===== src/rtl/soc_bus_fabric.sv =====
// -----------------------------------------------------------------------------
// soc_bus_fabric
//
// CPU-to-peripheral bus fabric for the picorv32 native memory interface.
// The top nibble of the CPU address selects one of up to 16 regions. A request
// to a populated region is forwarded to that slave over a registered
// valid/ready handshake. A request to an unpopulated region, or to a slave
// that holds off ready for too long, completes with an error response. That
// response returns ERR_RDATA and is recorded in a sticky error flag together
// with the faulting address.
//
// Ports
//   i_clk, i_rst      system clock; asynchronous active-high reset
//   i_cpu_valid       CPU request valid
//   i_cpu_addr        CPU byte address ([31:28] selects the region)
//   i_cpu_wdata       CPU write data
//   i_cpu_wstrb       byte write strobes; 0 means read
//   o_cpu_ready       one-cycle completion pulse
//   o_cpu_rdata       read data, valid while o_cpu_ready is high
//   o_slv_valid       one-hot request to the addressed slave
//   o_slv_addr        latched address, shared by all slaves
//   o_slv_wdata       latched write data, shared by all slaves
//   o_slv_wstrb       latched write strobes, shared by all slaves
//   i_slv_ready       per-slave completion
//   i_slv_rdata       per-slave read data; slave k uses bits [32k+31:32k]
//   o_err             sticky bus-error flag
//   o_err_addr        address of the first error since the last clear
//   i_err_clr         clears o_err (a simultaneous new error wins)
// -----------------------------------------------------------------------------
module soc_bus_fabric #(
    parameter int          NUM_SLAVES = 8,
    parameter logic [15:0] SLAVE_EN   = 16'h003F,
    parameter int          TIMEOUT    = 255,
    parameter logic [31:0] ERR_RDATA  = 32'hDEAD_BEEF
) (
    input  logic                     i_clk,
    input  logic                     i_rst,
    input  logic                     i_cpu_valid,
    input  logic [31:0]              i_cpu_addr,
    input  logic [31:0]              i_cpu_wdata,
    input  logic [3:0]               i_cpu_wstrb,
    output logic                     o_cpu_ready,
    output logic [31:0]              o_cpu_rdata,
    output logic [NUM_SLAVES-1:0]    o_slv_valid,
    output logic [31:0]              o_slv_addr,
    output logic [31:0]              o_slv_wdata,
    output logic [3:0]               o_slv_wstrb,
    input  logic [NUM_SLAVES-1:0]    i_slv_ready,
    input  logic [32*NUM_SLAVES-1:0] i_slv_rdata,
    output logic                     o_err,
    output logic [31:0]              o_err_addr,
    input  logic                     i_err_clr
);

    // The counter only has to reach TIMEOUT. It keeps one bit when the
    // timeout is disabled so that the declarations stay legal.
    localparam int              CNT_W  = (TIMEOUT > 0) ? $clog2(TIMEOUT + 1) : 1;
    localparam logic [CNT_W-1:0] TO_CNT = CNT_W'(TIMEOUT);

    typedef enum logic [1:0] {
        ST_IDLE,
        ST_ACCESS,
        ST_RESP
    } state_e;

    state_e                  state_q, state_d;
    logic [3:0]              region_q, region_d;
    logic [CNT_W-1:0]        cnt_q, cnt_d;
    logic [NUM_SLAVES-1:0]   slv_valid_q, slv_valid_d;
    logic [31:0]             slv_addr_q, slv_addr_d;
    logic [31:0]             slv_wdata_q, slv_wdata_d;
    logic [3:0]              slv_wstrb_q, slv_wstrb_d;
    logic                    cpu_ready_q, cpu_ready_d;
    logic [31:0]             cpu_rdata_q, cpu_rdata_d;
    logic                    err_q, err_d;
    logic [31:0]             err_addr_q, err_addr_d;

    logic [15:0]             pop_mask;
    logic                    sel_ready;
    logic [31:0]             sel_rdata;
    logic                    timeout_hit;
    logic                    err_set;

    // A region counts as populated only if its enable bit is set and it also
    // lies inside the range of instantiated slave ports.
    always_comb begin
        pop_mask = '0;
        for (int k = 0; k < 16; k++) begin
            pop_mask[k] = SLAVE_EN[k] && (k < NUM_SLAVES);
        end
    end

    // Pick the ready and read data of the latched region. Ready bits from every
    // other slave are ignored.
    always_comb begin
        sel_ready = 1'b0;
        sel_rdata = '0;
        for (int k = 0; k < NUM_SLAVES; k++) begin
            if (region_q == 4'(k)) begin
                sel_ready = i_slv_ready[k];
                sel_rdata = i_slv_rdata[32*k +: 32];
            end
        end
    end

    assign timeout_hit = (TIMEOUT != 0) && (cnt_q == TO_CNT);

    always_comb begin
        // NOTE: every signal driven here gets a default first, so that no path
        // leaves it unassigned and no latch is inferred.
        state_d     = state_q;
        region_d    = region_q;
        cnt_d       = cnt_q;
        slv_valid_d = slv_valid_q;
        slv_addr_d  = slv_addr_q;
        slv_wdata_d = slv_wdata_q;
        slv_wstrb_d = slv_wstrb_q;
        cpu_ready_d = 1'b0;
        cpu_rdata_d = cpu_rdata_q;
        err_set     = 1'b0;

        unique case (state_q)
            ST_IDLE: begin
                if (i_cpu_valid) begin
                    slv_addr_d  = i_cpu_addr;
                    slv_wdata_d = i_cpu_wdata;
                    slv_wstrb_d = i_cpu_wstrb;
                    region_d    = i_cpu_addr[31:28];
                    cnt_d       = '0;
                    if (pop_mask[i_cpu_addr[31:28]]) begin
                        state_d = ST_ACCESS;
                        for (int k = 0; k < NUM_SLAVES; k++) begin
                            slv_valid_d[k] = (i_cpu_addr[31:28] == 4'(k));
                        end
                    end else begin
                        // Nothing is behind this region. Answer straight away,
                        // and any write is simply dropped.
                        state_d     = ST_RESP;
                        cpu_ready_d = 1'b1;
                        cpu_rdata_d = ERR_RDATA;
                        err_set     = 1'b1;
                    end
                end
            end

            ST_ACCESS: begin
                if (cnt_q != {CNT_W{1'b1}}) begin
                    cnt_d = cnt_q + CNT_W'(1);
                end
                // Ready is checked before the timeout, so a slave that answers
                // on the final allowed cycle still gets a normal response.
                if (sel_ready) begin
                    state_d     = ST_RESP;
                    slv_valid_d = '0;
                    cpu_ready_d = 1'b1;
                    cpu_rdata_d = sel_rdata;
                end else if (timeout_hit) begin
                    state_d     = ST_RESP;
                    slv_valid_d = '0;
                    cpu_ready_d = 1'b1;
                    cpu_rdata_d = ERR_RDATA;
                    err_set     = 1'b1;
                end
            end

            ST_RESP: begin
                // Always go back through IDLE. If the CPU keeps valid high
                // during its ready cycle, this stops it from seeing a second
                // ready pulse.
                state_d = ST_IDLE;
            end

            default: begin
                state_d = ST_IDLE;
            end
        endcase
    end

    // A new error sets the flag even when a clear arrives in the same cycle.
    // The address is captured only for the first error since the last clear.
    always_comb begin
        err_d      = err_set | (err_q & ~i_err_clr);
        err_addr_d = (err_set && !err_q) ? slv_addr_d : err_addr_q;
    end

    // NOTE: state registers use non-blocking assignments only. Every flop then
    // samples the pre-edge value of every other flop, whatever the block order.
    always_ff @(posedge i_clk or posedge i_rst) begin
        if (i_rst) begin
            state_q     <= ST_IDLE;
            region_q    <= '0;
            cnt_q       <= '0;
            slv_valid_q <= '0;
            slv_addr_q  <= '0;
            slv_wdata_q <= '0;
            slv_wstrb_q <= '0;
            cpu_ready_q <= 1'b0;
            cpu_rdata_q <= '0;
            err_q       <= 1'b0;
            err_addr_q  <= '0;
        end else begin
            state_q     <= state_d;
            region_q    <= region_d;
            cnt_q       <= cnt_d;
            slv_valid_q <= slv_valid_d;
            slv_addr_q  <= slv_addr_d;
            slv_wdata_q <= slv_wdata_d;
            slv_wstrb_q <= slv_wstrb_d;
            cpu_ready_q <= cpu_ready_d;
            cpu_rdata_q <= cpu_rdata_d;
            err_q       <= err_d;
            err_addr_q  <= err_addr_d;
        end
    end

    assign o_cpu_ready = cpu_ready_q;
    assign o_cpu_rdata = cpu_rdata_q;
    assign o_slv_valid = slv_valid_q;
    assign o_slv_addr  = slv_addr_q;
    assign o_slv_wdata = slv_wdata_q;
    assign o_slv_wstrb = slv_wstrb_q;
    assign o_err       = err_q;
    assign o_err_addr  = err_addr_q;

endmodule


===== config.mk =====
export PLATFORM = sky130hd
export DESIGN_NAME = soc_bus_fabric
export DESIGN_NICKNAME = d
export VERILOG_FILES = /design/src/rtl/soc_bus_fabric.sv
export SDC_FILE = /design/constraint.sdc
export NUM_CORES = 1
export LEC_CHECK = 0
export BUFFER_PORTS_ARGS = -buffer_cell sky130_fd_sc_hd__buf_2
export CAP_MARGIN = 15
export CORE_AREA = 2 2 186 188
export CTS_CLUSTER_SIZE = 28
export DETAILED_ROUTE_END_ITERATION = 7
export DIE_AREA = 0 0 188 190
export PLACE_DENSITY = 0.55
export SKIP_LAST_GASP = 1
export SLEW_MARGIN = 20
export SYNTH_ARGS = -nofsm -noshare
export SYNTH_HDL_FRONTEND = slang
export SYNTH_SLANG_ARGS = --single-unit

===== constraint.sdc =====
create_clock -name i_clk -period 6.7 [get_ports i_clk]
set_input_delay 1.34 -clock i_clk [delete_from_list [all_inputs] [get_ports i_clk]]
set_output_delay 1.34 -clock i_clk [all_outputs]
set_load 0.05 [all_outputs]

* Word level (Yosys, flattened, before mapping)
Memory sizes are Yosys's and may differ from the RTL's. Index checks and enable logic that the tools add are counted.
Operators by class: add/sub/neg operators 1, magnitude comparators 1, equal/unequal tests 22, mux-type cells 44, bitwise logic cells 3, reductions and logical operators 11
Operators by type and width (number):
- 2-to-1 mux 32 bit | 14
- case mux 32 bit (2 select lines) | 1
- 2-to-1 mux 8 bit | 6
- == test 4 x 3 -> 1 bit, second input constant | 8
- case mux 8 bit (2 select lines) | 2
- == test 4 x 2 -> 1 bit, second input constant | 4
- 2-to-1 mux 1 bit | 14
- adder 8 x 1 -> 8 bit, second input constant | 1
- == test 4 x 1 -> 1 bit, second input constant | 2
- == test 8 bit, second input constant | 1
- zero test 4 bit | 2
- 2-to-1 mux 2 bit | 4
- inequality test 2 bit, second input constant | 4
- inequality test 8 bit, second input constant | 1
- AND reduction 4 bit | 2
- < comparator 4 x 5 -> 1 bit, second input constant | 1
- case mux 1 bit (2 select lines) | 2
- case mux 2 bit (2 select lines) | 1
- AND reduction 2 bit | 2
- inequality test 3 bit, second input constant | 1
- AND reduction 3 bit | 1
- == test 2 x 1 -> 1 bit, second input constant | 1
- zero test 2 bit | 1
- nonzero test 2 bit | 1
- 5 further kinds | 5
Storage, ports and cells: flip-flop bits (word level) 156, bits in read-only memories 16, bits of input ports 336, output and inout port bits 142, logic and storage cells 94, memories kept 1
Memories:
- (name not given) | depth 16, bits a word 1, rd ports 1, clocked after memory_dff 0, write ports 0, line 130 | if (pop_mask[i_cpu_addr[31:28]]) begin

* Depth between registers and ports, before layout
Gate-level depths: netlist of run 1.
word-level depth 12, depth in mapped cells 10, mapped depth without buffers 6

* Worst setup path after synthesis of run 1
OpenSTA, ideal clock, no wires.
path type input -> register, from input i_slv_ready[1], to register err_addr_q[0] (netlist: o_err_addr[0]), library setup time 0.125 ns, data arrival time 2.798 ns, required time 6.575 ns, setup slack 3.777 ns, stages on the path 6, path buffers 1, path through nor4bb_1 -> a21oi_1 -> a311o_1 -> a41o_1 -> buf_6 -> mux2_4
Between the ends: cells in the longest elaborated chain, start to end 10
Ends and longest elaborated chain:
- start: declaration | line 48 | input logic [NUM_SLAVES-1:0] i_slv_ready,
- 2-to-1 mux 1 bit (7 in a row) | line 99 | if (region_q == 4'(k)) begin
- 2-to-1 mux 1 bit | line 152 | if (sel_ready) begin
- case mux 1 bit (2 select lines) | line 122 | unique case (state_q)
- logical AND 1 bit | line 183 | err_addr_d = (err_set && !err_q) ? slv_addr_d : err_addr_q;
- end signal: assignment | line 212 | err_addr_q <= err_addr_d;
- end: declaration | line 76 | logic [31:0] err_addr_q, err_addr_d;
No other way between the ends. A chain may end at the register's enable or synchronous reset.

* Final worst setup path of run 1
from register region_q[0], to register err_addr_q[4] (netlist: o_err_addr[4])
Between the ends: cells in the longest elaborated chain, start to end 12, elaborated cells between the ends (all ways) 19, classes of those cells 7 x eq/ne; 10 x mux; 2 x reduce/logical
Ends and longest elaborated chain:
- start: declaration | line 67 | logic [3:0] region_q, region_d;
- start signal: assignment | line 203 | region_q <= region_d;
- zero test 4 bit | line 99
- 2-to-1 mux 1 bit (7 in a row) | line 99
- 2-to-1 mux 1 bit (*) | line 99
- 2-to-1 mux 1 bit (*) | line 152
- case mux 1 bit (2 select lines) (*) | line 122
- logical AND 1 bit (*) | line 183
Every way passes the cells marked *; elsewhere a longest branch is shown, timed or not.

==> impl_results.md, run 1 <==
* Flop and latch count out of synthesis at about 160
* Post-Synthesis Cell Area at ~8300 µm²
* Average cell area after synthesis at roughly 9.7 µm²
* Final weighted congestion of routability-driven global placement at around 0.87
* Std-Cell Core Area at 33,900 µm²
* Die area at roughly 36,000 µm²
* Inserted Clock Buffers at 17
* Slowest CP cell: sky130_fd_sc_hd__a41o_2
* RSZ-0062 raised after global routing: no
* Predominant post-synthesis flop cell: sky130_fd_sc_hd__dfrtp_1
* Die Width at around 190 µm
* Worst hold margin at ~470 ps
* Number of inserted filler cells in the final layout at around 3,600
* Number of sinks driven by the clock tree at 156
* Input/output buffers at around 480
* Remaining number of nets flagged by the antenna check after routing at 0
* Cell Chain, Critical Path: clkinv_1 > buf_4 > a21oi_1 > a311o_1 > a41o_2 > mux2_2
* Synth-to-layout area growth at 40.8%
* Number of detailed-routing iterations run before antenna repair at 4
* Initial antenna violation count at 10
* Final HPWL from detailed placement at ~27,000 µm
* Sum of overflow across all layers after global routing at 0
* Clock skew after layout at around 12 ps
* Reported leakage power at 0.00591 µW
* Number of global-route vias before repair at between 8,000 and 9,000
* Buffers inserted during post-CTS setup optimization at 0
* Achievable frequency at 0.264 GHz
* Number of max-cap violations at 0
* Overall fraction of global-route tracks in use at 0.194
* Total area of multi-input combinational cells at 4050 µm²
* Leading area contributor after synthesis: sky130_fd_sc_hd__dfrtp_1
* CTS root buf: sky130_fd_sc_hd__clkbuf_16
* Outcome: complete, no violations
* Net count of the finished layout at 1,640
* Accumulated negative setup slack at 0 ps
* Total wire length after detailed routing at approximately 36,000 µm
* Top-level port count at 478
* Final critical-path share of the clock period at 0.566
* Library cells used by synthesis at 51
* WP data required at between 7000 and 8000 ps
* Maximum number of pins on one net before global-route repair at 93
* Fraction of the yosys area taken by sequential cells at 0.468
* Final instance area at 11,700 µm²
* Yosys warnings at 0
* Effective utilization at floorplan at 0.245
* Area of placed instances at 11,100 µm²
* CTS Buffer Depth at 2
* Clock network latency to the later pin of the worst-skew pair at about 430 ps
* Worst setup EP type: flip-flop
* Tightest Hold Check Type: flip-flop to flip-flop
* Routed length per placed instance at 20.0 µm
* Dominant cells by area after synthesis: sky130_fd_sc_hd__dfrtp_1 (47%), sky130_fd_sc_hd__nand2_1 (11%), sky130_fd_sc_hd__mux2_4 (5.4%), sky130_fd_sc_hd__mux2i_1 (4.0%), sky130_fd_sc_hd__a2bb2oi_2 (3.4%)
* Net count of the mapped netlist at between 1,000 and 1,500
* Family with the most delay on the worst path: compound AO/OA/AOI/OAI gates
* Final slew viol count at 0
* Portion of synthesized cell area occupied by the leading cell type at 0.468
* Slew of the pin with the lowest slew margin at about 1100 ps
* Total power divided by cell area at around 580 nW/µm²
* CP max stage delay at 960 ps
* Fraction of synthesis flops using an asynchronous set or reset pin at 1.00
* Count of instances resized after the clock tree is built at 0
* Number of endpoints failing setup at the final stage at 0
* Relative slew margins at 0.290
* Share of layout cells above drive strength 1 at 0.457
* Gate Count Post-Synth at ~860
* Wire length of the first global-routing pass at 52,100 µm
* Cell row count at 68
* Register area at between 3000 and 4000 µm²
* Total via count in the routed design at ~8,400
* Number of flops mapped to enable cells by yosys at 0
* Via count normalized by instance count at between 4 and 5
* Crit path buffers/inverters at 2
* Maximum net fanout on the critical path at 50
* Clock period minus final worst setup slack at ~3800 ps
* Count of unresolved DRC violations after routing at 0
* Critical Path Source Type: flip-flop
* Setup CP Type: flip-flop to flip-flop
* Vert. Die Dim at between 150 and 200 µm
* DR iter-0 viols at around 330
* Count of H-tree levels built during CTS at 4
* Hold buffer count at cts at 0
* Max rail drop VDD at roughly 0.32 mV
* Clock tree from TritonCTS: yes
* Final Hold Vio Count at 0
* Clock slew at the register clock pins of the worst setup and hold paths at ~70 ps
* Arrival time at the worst endpoint at ~4100 ps
-- report_power, final --
group	internal (µW)	switching, µW	total, µW
Sequential	1360	375	1740
Combinational	1190	2820	4010
Clock	561	448	1010
Total	3120	3640	6760
-- flip-flops by register name, indices dropped and copies added, names as in the netlist, 2 cells and up --
name	flops
cnt_q	8
o_err_addr	32
o_slv_addr	32
o_slv_wdata	32
o_slv_wstrb	4
o_slv_valid	8
region_q	4
state_q	2
o_cpu_rdata	32
-- layer usage --
layer	global-route usage	wire, µm
met4	0.0715	748
met3	0.0564	2710
met1	0.231	14400
met2	0.333	17700
met5	0	40
-- layout by cell type, fill, tap and decap left out, types with 3 or more instances in the layout --
master	netlist	layout
sky130_fd_sc_hd__buf_2	10	477
sky130_fd_sc_hd__nand2_1	239	238
sky130_fd_sc_hd__dfrtp_1	156	154
sky130_fd_sc_hd__a21oi_1	53	53
sky130_fd_sc_hd__nor2_1	44	43
sky130_fd_sc_hd__o21ai_0	37	37
sky130_fd_sc_hd__mux2i_1	33	33
sky130_fd_sc_hd__a221oi_1	31	31
sky130_fd_sc_hd__mux2_4	30	30
sky130_fd_sc_hd__a2bb2oi_2	19	19
sky130_fd_sc_hd__a22oi_1	18	18
sky130_fd_sc_hd__clkbuf_16	0	17
sky130_fd_sc_hd__a31oi_1	15	15
sky130_fd_sc_hd__a22o_1	13	13
sky130_fd_sc_hd__buf_4	5	12
sky130_fd_sc_hd__inv_1	12	11
sky130_fd_sc_hd__nand3_1	10	10
sky130_fd_sc_hd__mux2_2	10	10
sky130_fd_sc_hd__mux4_2	9	9
sky130_fd_sc_hd__diode_2	0	7
sky130_fd_sc_hd__o21bai_1	6	6
sky130_fd_sc_hd__inv_6	0	6
sky130_fd_sc_hd__nor2b_1	7	5
sky130_fd_sc_hd__and2_1	5	5
sky130_fd_sc_hd__o32a_1	4	4
sky130_fd_sc_hd__o22ai_1	4	4
sky130_fd_sc_hd__xor2_1	4	4
sky130_fd_sc_hd__nand4_1	3	3
sky130_fd_sc_hd__nor3_1	3	3
-- cell usage after synthesis (3+ instances only) --
cell type / n
sky130_fd_sc_hd__nand2_1: 239
sky130_fd_sc_hd__dfrtp_1: 156
sky130_fd_sc_hd__a21oi_1: 53
sky130_fd_sc_hd__nor2_1: 44
sky130_fd_sc_hd__o21ai_0: 37
sky130_fd_sc_hd__mux2i_1: 33
sky130_fd_sc_hd__clkbuf_1: 32
sky130_fd_sc_hd__a221oi_1: 31
sky130_fd_sc_hd__mux2_4: 30
sky130_fd_sc_hd__a2bb2oi_2: 19
sky130_fd_sc_hd__a22oi_1: 18
sky130_fd_sc_hd__a31oi_1: 15
sky130_fd_sc_hd__a22o_1: 13
sky130_fd_sc_hd__inv_1: 12
sky130_fd_sc_hd__buf_2: 10
sky130_fd_sc_hd__mux2_2: 10
sky130_fd_sc_hd__nand3_1: 10
sky130_fd_sc_hd__buf_1: 9
sky130_fd_sc_hd__mux4_2: 9
sky130_fd_sc_hd__nor2b_1: 7
sky130_fd_sc_hd__o21bai_1: 6
sky130_fd_sc_hd__and2_1: 5
sky130_fd_sc_hd__buf_4: 5
sky130_fd_sc_hd__buf_6: 4
sky130_fd_sc_hd__o22ai_1: 4
sky130_fd_sc_hd__o32a_1: 4
sky130_fd_sc_hd__xor2_1: 4
sky130_fd_sc_hd__nand4_1: 3
sky130_fd_sc_hd__nor3_1: 3
-- through the flow --
stage | setup slack [ps] | util | power, µW | std cells
detailed placement | 2590 | 0.328 | 5800 | 1739
CTS | 2850 | 0.345 | 6850 | 1771
floorplan | 1150 | - | 4680 | 856
finish | 2910 | 0.346 | 6760 | 1778
global route | 2720 | 0.346 | 7140 | 1778
global placement | 2590 | 0.326 | 5750 | 1737
-- final timing paths --
path | cells after the start | from | end | slack (ps)
max in group asynchronous | 3 | i_rst | o_err_addr[28] | 4160
setup / recovery | 6 | region_q[0] | o_err_addr[4] | 2910
hold / removal | 2 | o_slv_wdata[4] | o_slv_wdata[4] | 470
hold reg to reg | 2 | o_slv_wdata[4] | o_slv_wdata[4] | 470
setup reg to reg | 6 | region_q[0] | o_err_addr[4] | 2910
min in group asynchronous | 2 | i_rst | o_slv_wdata[2] | 1100
-- logic make-up after synthesis --
kind of cell | count (synthesis) | synth area share
muxes | 82 | 0.132
xor gates and xnor gates | 6 | 0.00631
adders and majority gates | 1 | 0.00150
AOI/OAI and AO/OA | 216 | 0.192
and+or+nand+nor | 317 | 0.152
buffers and inverters | 78 | 0.0480
DFF | 156 | 0.468
-- tightest hold or removal path, stage by stage, from the launching register on --
cell                      delay (ps)
sky130_fd_sc_hd__dfrtp_1         340
sky130_fd_sc_hd__nand2_1          50
sky130_fd_sc_hd__nand2_1          50
-- cell type report --
cell class / instances / area share
clock buffer: 19 / 0.0369
inverter: 15 / 0.00629
tap: 455 / 0.0485
sequential: 156 / 0.333
multi-input combinational: 622 / 0.345
clock inverter: 13 / 0.0132
antenna: 7 / 0.00149
timing repair buffer: 491 / 0.215
Power figures use the tool's default switching activity.
==> inputs of run 2 (changes only) <==
--- a/config.mk
+++ b/config.mk
@@ -5,12 +5,13 @@
 export SDC_FILE = /design/constraint.sdc
 export NUM_CORES = 1
 export LEC_CHECK = 0
+export ABC_AREA = 1
 export BUFFER_PORTS_ARGS = -buffer_cell sky130_fd_sc_hd__buf_2
 export CAP_MARGIN = 15
-export CORE_AREA = 2 2 186 188
+export CORE_AREA = 2 2 187 189
 export CTS_CLUSTER_SIZE = 28
 export DETAILED_ROUTE_END_ITERATION = 7
-export DIE_AREA = 0 0 188 190
+export DIE_AREA = 0 0 189 191
 export PLACE_DENSITY = 0.55
 export SKIP_LAST_GASP = 1
 export SLEW_MARGIN = 20
==> constraint.sdc (replaced) <==
create_clock -name i_clk -period 3.9 [get_ports i_clk]
set_input_delay 0.78 -clock i_clk [delete_from_list [all_inputs] [get_ports i_clk]]
set_output_delay 0.78 -clock i_clk [all_outputs]
set_load 0.05 [all_outputs]
==> run 2 against run 1 <==
Cell count up 21%. Core utilization up 0.25 points. Fmax up 42%. Global-route usage up 1.8 points. Critical path depth up 5. Critical path type unchanged. First-iteration DRC count up 75%. Sequential share of layout area down 0.45 points.
==> impl_results.md, run 2 <==
* Hold buffer count at cts at 0
* Net count of the finished layout at roughly 2,000
* Final slew viol count at 0
* Net count of the mapped netlist at 1,560
* Input/output buffers at around 480
* Synth-to-layout area growth at 41.2%
* Clock period minus final worst setup slack at roughly 2700 ps
* WP data required at 4260 ps
* Final weighted congestion of routability-driven global placement at 0.980
* Count of unresolved DRC violations after routing at 0
* Post-Synthesis Cell Area at roughly 8400 µm²
* Final critical-path share of the clock period at 0.686
* Clock network latency to the later pin of the worst-skew pair at 430 ps
* Count of H-tree levels built during CTS at 4
* Effective utilization at floorplan at 0.246
* CTS root buf: sky130_fd_sc_hd__clkbuf_16
* Std-Cell Core Area at about 34,000 µm²
* Via count normalized by instance count at around 4.5
* Most Frequent Cell on Critical Path: sky130_fd_sc_hd__nand2_1
* Tightest Hold Check Type: flip-flop to flip-flop
* CP max stage delay at around 420 ps
* Clock skew after layout at roughly 21 ps
* Flop and latch count out of synthesis at 156
* Share of layout cells above drive strength 1 at 0.327
* Yosys warnings at 0
* Most common cell after layout, fill and taps aside: sky130_fd_sc_hd__nand2_1
* Dominant cells by area after synthesis: sky130_fd_sc_hd__dfrtp_1 (46%), sky130_fd_sc_hd__nand2_1 (23%), sky130_fd_sc_hd__nand3_1 (10%), sky130_fd_sc_hd__nor2_1 (5.8%), sky130_fd_sc_hd__inv_1 (3.7%)
* Gate Count Post-Synth at approximately 1,200
* Clock slew at the register clock pins of the worst setup and hold paths at roughly 70 ps
* Pre-CTS setup slack at about 1200 ps
* Total wire length after detailed routing at about 40,000 µm
* Amount of wire on met2 after detailed routing at 19,800 µm
* Vert. Die Dim at 191 µm
* Top layer in use: met5
* Library cell with the highest instance count after synthesis: sky130_fd_sc_hd__nand2_1
* Final Hold Vio Count at 0
* Final HPWL from detailed placement at around 30,000 µm
* Predominant post-synthesis flop cell: sky130_fd_sc_hd__dfrtp_1
* Sum of overflow across all layers after global routing at 0
* Overall fraction of global-route tracks in use at 0.212
* Critical Path Source Type: flip-flop
* Detailed-route wire length on metal 1 at roughly 16,000 µm
* Number of detailed-routing iterations run before antenna repair at 5
* Top-level port count at between 400 and 500
* Remaining number of nets flagged by the antenna check after routing at 0
* Cell row count at a little under 70
* Routed length per placed instance at around 18 µm
* Reported leakage power at approximately 0.0068 µW
* Die area at about 36,000 µm²
* Inserted Clock Buffers at 17
* Initial antenna violation count at 8
* Relative slew margins at 0.353
* Worst setup slack after layout at approximately 1200 ps
* Wire length of the first global-routing pass at just under 60,000 µm
* Clock tree from TritonCTS: yes
* Number of flops mapped to enable cells by yosys at 0
* Maximum net fanout on the critical path at 31
* Number of max-cap violations at 0
* Slowest CP cell: sky130_fd_sc_hd__dfrtp_1
* Total power divided by cell area at around 920 nW/µm²
* Achievable frequency at 0.374 GHz
* DR iter-0 viols at 571
* Accumulated negative setup slack at 0 ps
* Leading cell types in the layout, fill and taps excluded: sky130_fd_sc_hd__nand2_1 (507), sky130_fd_sc_hd__buf_2 (477), sky130_fd_sc_hd__nand3_1 (175), sky130_fd_sc_hd__dfrtp_1 (156), sky130_fd_sc_hd__nor2_1 (128)
* Total via count in the routed design at ~9,700
* Arrival time at the worst endpoint at ~3000 ps
* Fraction of the yosys area taken by sequential cells at 0.464
* Die Width at 189 µm
* Library cells used by synthesis at 29
* Buffers inserted during post-CTS setup optimization at 0
* Top cell types by occurrence after synthesis: sky130_fd_sc_hd__nand2_1 (508), sky130_fd_sc_hd__nand3_1 (175), sky130_fd_sc_hd__dfrtp_1 (156)
* Number of endpoints failing setup at the final stage at 0
* Number of global-route vias before repair at ~9,500
* Setup CP Type: flip-flop to flip-flop
* Leading area contributor after synthesis: sky130_fd_sc_hd__dfrtp_1
* DR WL met3 at around 2600 µm
* Cell Chain, Critical Path: inv_2 > nor2_2 > buf_4 > nand2_2 > or2_0 > nand2_1 > nand2_2 > a21oi_2 > buf_4 > nand2_1 > nand2_1
* Max rail drop VDD at 0.509 mV
* Fraction of synthesis flops using an asynchronous set or reset pin at 1.00
* Outcome: complete, no violations
* Count of instances resized after the clock tree is built at 0
* Number of sinks driven by the clock tree at between 150 and 200
* Worst setup EP type: flip-flop
* Average cell area after synthesis at roughly 6.9 µm²
* Slew of the pin with the lowest slew margin at about 970 ps
* Portion of synthesized cell area occupied by the leading cell type at 0.464
* Maximum number of pins on one net before global-route repair at 76
* RSZ-0062 raised after global routing: no
* CTS Buffer Depth at 2
==> run 2: cell types whose count changed in the layout (fill, tap and decap cells not counted), moves of 13 or more <==
cell                        delta
sky130_fd_sc_hd__inv_1        +71
sky130_fd_sc_hd__a31oi_1      -15
sky130_fd_sc_hd__a221oi_1     -31
sky130_fd_sc_hd__mux2_4       -30
sky130_fd_sc_hd__o21ai_0      -18
sky130_fd_sc_hd__nand3_1     +165
sky130_fd_sc_hd__mux2i_1      -33
sky130_fd_sc_hd__a22o_1       -13
sky130_fd_sc_hd__nand2_1     +269
sky130_fd_sc_hd__a22oi_1      -18
sky130_fd_sc_hd__a21oi_1      -36
sky130_fd_sc_hd__a2bb2oi_2    -19
sky130_fd_sc_hd__nand4_1      +32
sky130_fd_sc_hd__nor2_1       +85
==> run 2: cell families after synthesis <==
logic type | count (synthesis) | share of synthesized area
flops | 156 | 0.464
buf+inv | 156 | 0.0763
xor+xnor | 1 | 0.00104
simple gates | 870 | 0.433
fa+ha+maj | 1 | 0.00149
compound gates | 39 | 0.0240
==> run 2: stage by stage <==
step	power, µW	cell area, µm²	utilization	instances	hold slack [ps]
3_5_place_dp	9260	11200	0.329	2106	453
4_1_cts	11100	11900	0.348	2138	470
3_3_place_gp	9230	11200	0.329	2106	450
5_1_grt	11700	11900	0.348	2141	491
6_report	11000	11900	0.348	2145	466
2_1_floorplan	7270	8410	-	1223	462
==> run 2: layout make-up <==
cell class                      count  area [µm²]
Tap cell                          455         569
Inverter                           88         334
Multi-Input combinational cell    911        3880
Fill cell                        3789       22200
Clock inverter                     15         194
Clock buffer                       17         425
Sequential cell                   156        3900
Timing Repair Buffer              496        2550
Antenna cell                        7        17.5
==> run 2: final timing paths <==
check	start	endpoint	slack, ps	cells after the start
max in group asynchronous	i_rst	o_slv_wstrb[1]	2480	3
min	o_err_addr[31]	o_err_addr[31]	470	2
max reg2reg	region_q[1]	o_cpu_rdata[29]	1220	11
max	region_q[1]	o_cpu_rdata[29]	1220	11
min reg2reg	o_err_addr[31]	o_err_addr[31]	470	2
min in group asynchronous	i_rst	o_cpu_ready	560	2
==> run 2: critical path: cells and delay by family (launching register included) <==
| kind | cells | cell delay (ps) |
|---|---|---|
| and+or+nand+nor | 7 | 1180 |
| AOI/OAI and AO/OA | 1 | 230 |
| buffers and inverters | 3 | 750 |
| DFF | 1 | 420 |
==> run 2: where the power goes <==
part	leakage (µW)	switching [µW]	internal, µW
logic	0.00451	5060	1420
clock network	0.000303	786	982
registers	0.00195	412	2320
==> run 2: per-layer routing <==
layer | up-vias | track usage
li1 | 4756 | -
met1 | 4503 | 0.251
met2 | 369 | 0.383
met3 | 39 | 0.0487
met4 | 2 | 0.0610
met5 | - | 0
==> inputs of run 3 (changes only) <==
--- a/config.mk
+++ b/config.mk
@@ -5,13 +5,13 @@
 export SDC_FILE = /design/constraint.sdc
 export NUM_CORES = 1
 export LEC_CHECK = 0
-export ABC_AREA = 1
+export ABC_AREA = 0
 export BUFFER_PORTS_ARGS = -buffer_cell sky130_fd_sc_hd__buf_2
 export CAP_MARGIN = 15
-export CORE_AREA = 2 2 187 189
+export CORE_AREA = 2 2 186 188
 export CTS_CLUSTER_SIZE = 28
 export DETAILED_ROUTE_END_ITERATION = 7
-export DIE_AREA = 0 0 189 191
+export DIE_AREA = 0 0 188 190
 export PLACE_DENSITY = 0.55
 export SKIP_LAST_GASP = 1
 export SLEW_MARGIN = 20
==> constraint.sdc (replaced) <==
create_clock -name i_clk -period 2.7 [get_ports i_clk]
set_input_delay 0.54 -clock i_clk [delete_from_list [all_inputs] [get_ports i_clk]]
set_output_delay 0.54 -clock i_clk [all_outputs]
set_load 0.05 [all_outputs]
==> run 3 against run 2 <==
Power is 53% higher. Critical endpoint is now o_cpu_rdata[16]. First-iteration DRC count shrank 41%. Core utilization increased by 0.22 points. Die area shrank 1.0%.
==> impl_results.md, run 3 (synthesized netlist as in run 1, its figures left out) <==
* Internal reg-to-reg setup slack at just over 300 ps
* Input/output buffers at 477
* Number of max-cap violations at 0
* Share of layout cells above drive strength 1 at 0.464
* Combinational power share at 0.610
* Cell row count at between 60 and 70
* Count of H-tree levels built during CTS at 4
* Setup CP Type: flip-flop to flip-flop
* Number of detailed-routing iterations run before antenna repair at 5
* Launch instance of the worst register-to-register path: region_q[0]
* Reg power frac at 0.244
* End-of-flow core utilization at 0.350
* Net count of the finished layout at approximately 1,700
* Std-Cell Core Area at 33,900 µm²
* CP endpoint: o_cpu_rdata[16]
* Initial antenna violation count at 13
* Die area at roughly 36,000 µm²
* Count of unresolved DRC violations after routing at 0
* Total via count in the routed design at 8,376
* Number of global-route vias before repair at 8,542
* Critical Path Start: region_q[0]
* DR iter-0 viols at between 300 and 400
* Number of endpoints failing setup at the final stage at 0
* Total wire length after detailed routing at roughly 35,000 µm
* Final weighted congestion of routability-driven global placement at between 0.8 and 0.9
* Most common cell after layout, fill and taps aside: sky130_fd_sc_hd__buf_2
* Final slew viol count at 0
* Clock skew after layout at between 9 and 10 ps
* Outcome: complete, no violations
* Sum of overflow across all layers after global routing at 0
* Clock network fraction of design power at 0.147
* Vert. Die Dim at 190 µm
* CTS root buf: sky130_fd_sc_hd__clkbuf_16
* Final Hold Vio Count at 0
* Reported leakage power at about 0.006 µW
* Effective utilization at floorplan at 0.245
* Clock slew at the register clock pins of the worst setup and hold paths at 70 ps
* Switching Power at about 9000 µW
* Via count normalized by instance count at 4.69
* Accumulated negative setup slack at 0 ps
* Cells on worst reg2reg path at 6
* Relative slew margins at 0.514
* Max rail drop VDD at around 0.75 mV
* Remaining number of nets flagged by the antenna check after routing at 0
* Synth-to-layout area growth at 42.7%
* Critical R2R Capture: o_cpu_rdata[16]
* Clock period minus final worst setup slack at 2390 ps
* Die Width at 188 µm
* Final critical-path share of the clock period at 0.887
* CTS Buffer Depth at 2
* Arrival time at the worst endpoint at around 2700 ps
* Switching part of the total power at 0.535
* Top-level port count at between 400 and 500
* Maximum number of pins on one net before global-route repair at 82
* Critical Path Source Type: flip-flop
* Leading cell types in the layout, fill and taps excluded: sky130_fd_sc_hd__buf_2 (477), sky130_fd_sc_hd__nand2_1 (238), sky130_fd_sc_hd__dfrtp_1 (154), sky130_fd_sc_hd__a21oi_1 (53), sky130_fd_sc_hd__nor2_1 (42)
* Final HPWL from detailed placement at ~27,000 µm
* Inserted Clock Buffers at 17
* Clock network latency to the later pin of the worst-skew pair at ~430 ps
* Total power divided by cell area at about 1400 nW/µm²
* Wire length of the first global-routing pass at approximately 52,000 µm
* Achievable frequency at between 0.4 and 0.5 GHz
* Number of sinks driven by the clock tree at 156
* Clock tree from TritonCTS: yes
* Worst setup EP type: flip-flop
* RSZ-0062 raised after global routing: no
* Routed length per placed instance at 19.8 µm
* WP data required at around 3000 ps
* Overall fraction of global-route tracks in use at 0.195
* Tightest Hold Check Type: input pin to async pin
* Slew of the pin with the lowest slew margin at approximately 730 ps
* Maximum net fanout on the critical path at 25
* Internal power component at between 7000 and 8000 µW
## run 3: final cells by class
class / instances / area [µm²]
diodes: 3 / 7.51
clock buffers: 18 / 439
clock inverters: 14 / 149
fillers: 3596 / 22100
inverters: 15 / 72.6
multi-input cells: 622 / 4060
flip-flops and latches: 156 / 3910
well taps: 455 / 569
repair buffers: 502 / 2690
## run 3: worst max-delay path: stages (launching register included)
cell and delay, ps:
sky130_fd_sc_hd__dfrtp_4 570, sky130_fd_sc_hd__clkinv_1 280, sky130_fd_sc_hd__a21oi_1 190, sky130_fd_sc_hd__a311o_1 310
sky130_fd_sc_hd__a311o_2 450, sky130_fd_sc_hd__clkinv_8 230, sky130_fd_sc_hd__o22a_1 250
## run 3: how the worst min path moves through the flow
stage / cells after the start / to / slack (ps) / from
floorplan: 2 / cnt_q[1] / 480 / cnt_q[1]
global placement: 2 / o_slv_wdata[11] / 450 / o_slv_wdata[11]
detailed placement: 2 / o_slv_wdata[8] / 460 / o_slv_wdata[8]
CTS: 2 / o_slv_wdata[27] / 210 / i_rst
global route: 2 / o_slv_wdata[31] / 250 / i_rst
finish: 2 / o_slv_wdata[31] / 220 / i_rst
## run 3: power groups by stage
stage | Combinational, µW | Sequential, µW | Clock [µW]
floorplan | 4220 | 7390 | 0
global placement | 10300 | 4100 | 0
detailed placement | 10400 | 4080 | 0
CTS | 10300 | 4090 | 2560
global route | 10900 | 4230 | 2650
finish | 10200 | 4090 | 2460
## run 3: per-layer routing
metal  up-vias  share of wire  track usage
met2       370           0.51        0.343
met5         -        0.00085            0
met4         4          0.022       0.0591
li1       3954              -            -
met3        47          0.065       0.0485
met1      4001           0.41        0.234
## run 3: per-stage QoR
step / instances / area [µm²] / worst slack, ps / hold WS, ps / power, µW
after floorplan: 856 / 8340 / 187 / 479 / 11600
after global placement: 1750 / 11300 / 37.2 / 455 / 14400
after detailed placement: 1750 / 11300 / -34.7 / 457 / 14400
after CTS: 1782 / 11900 / 106 / 214 / 17000
after global routing: 1785 / 11900 / 96.0 / 246 / 17800
final: 1785 / 11900 / 305 / 215 / 16800
## run 3: timing repair
action	4_1_cts	5_1_grt
resized for setup	1	1
endpoints found under the setup margin	15	58
cloned	0	0
buffers inserted	0	0
hold buffers	0	0
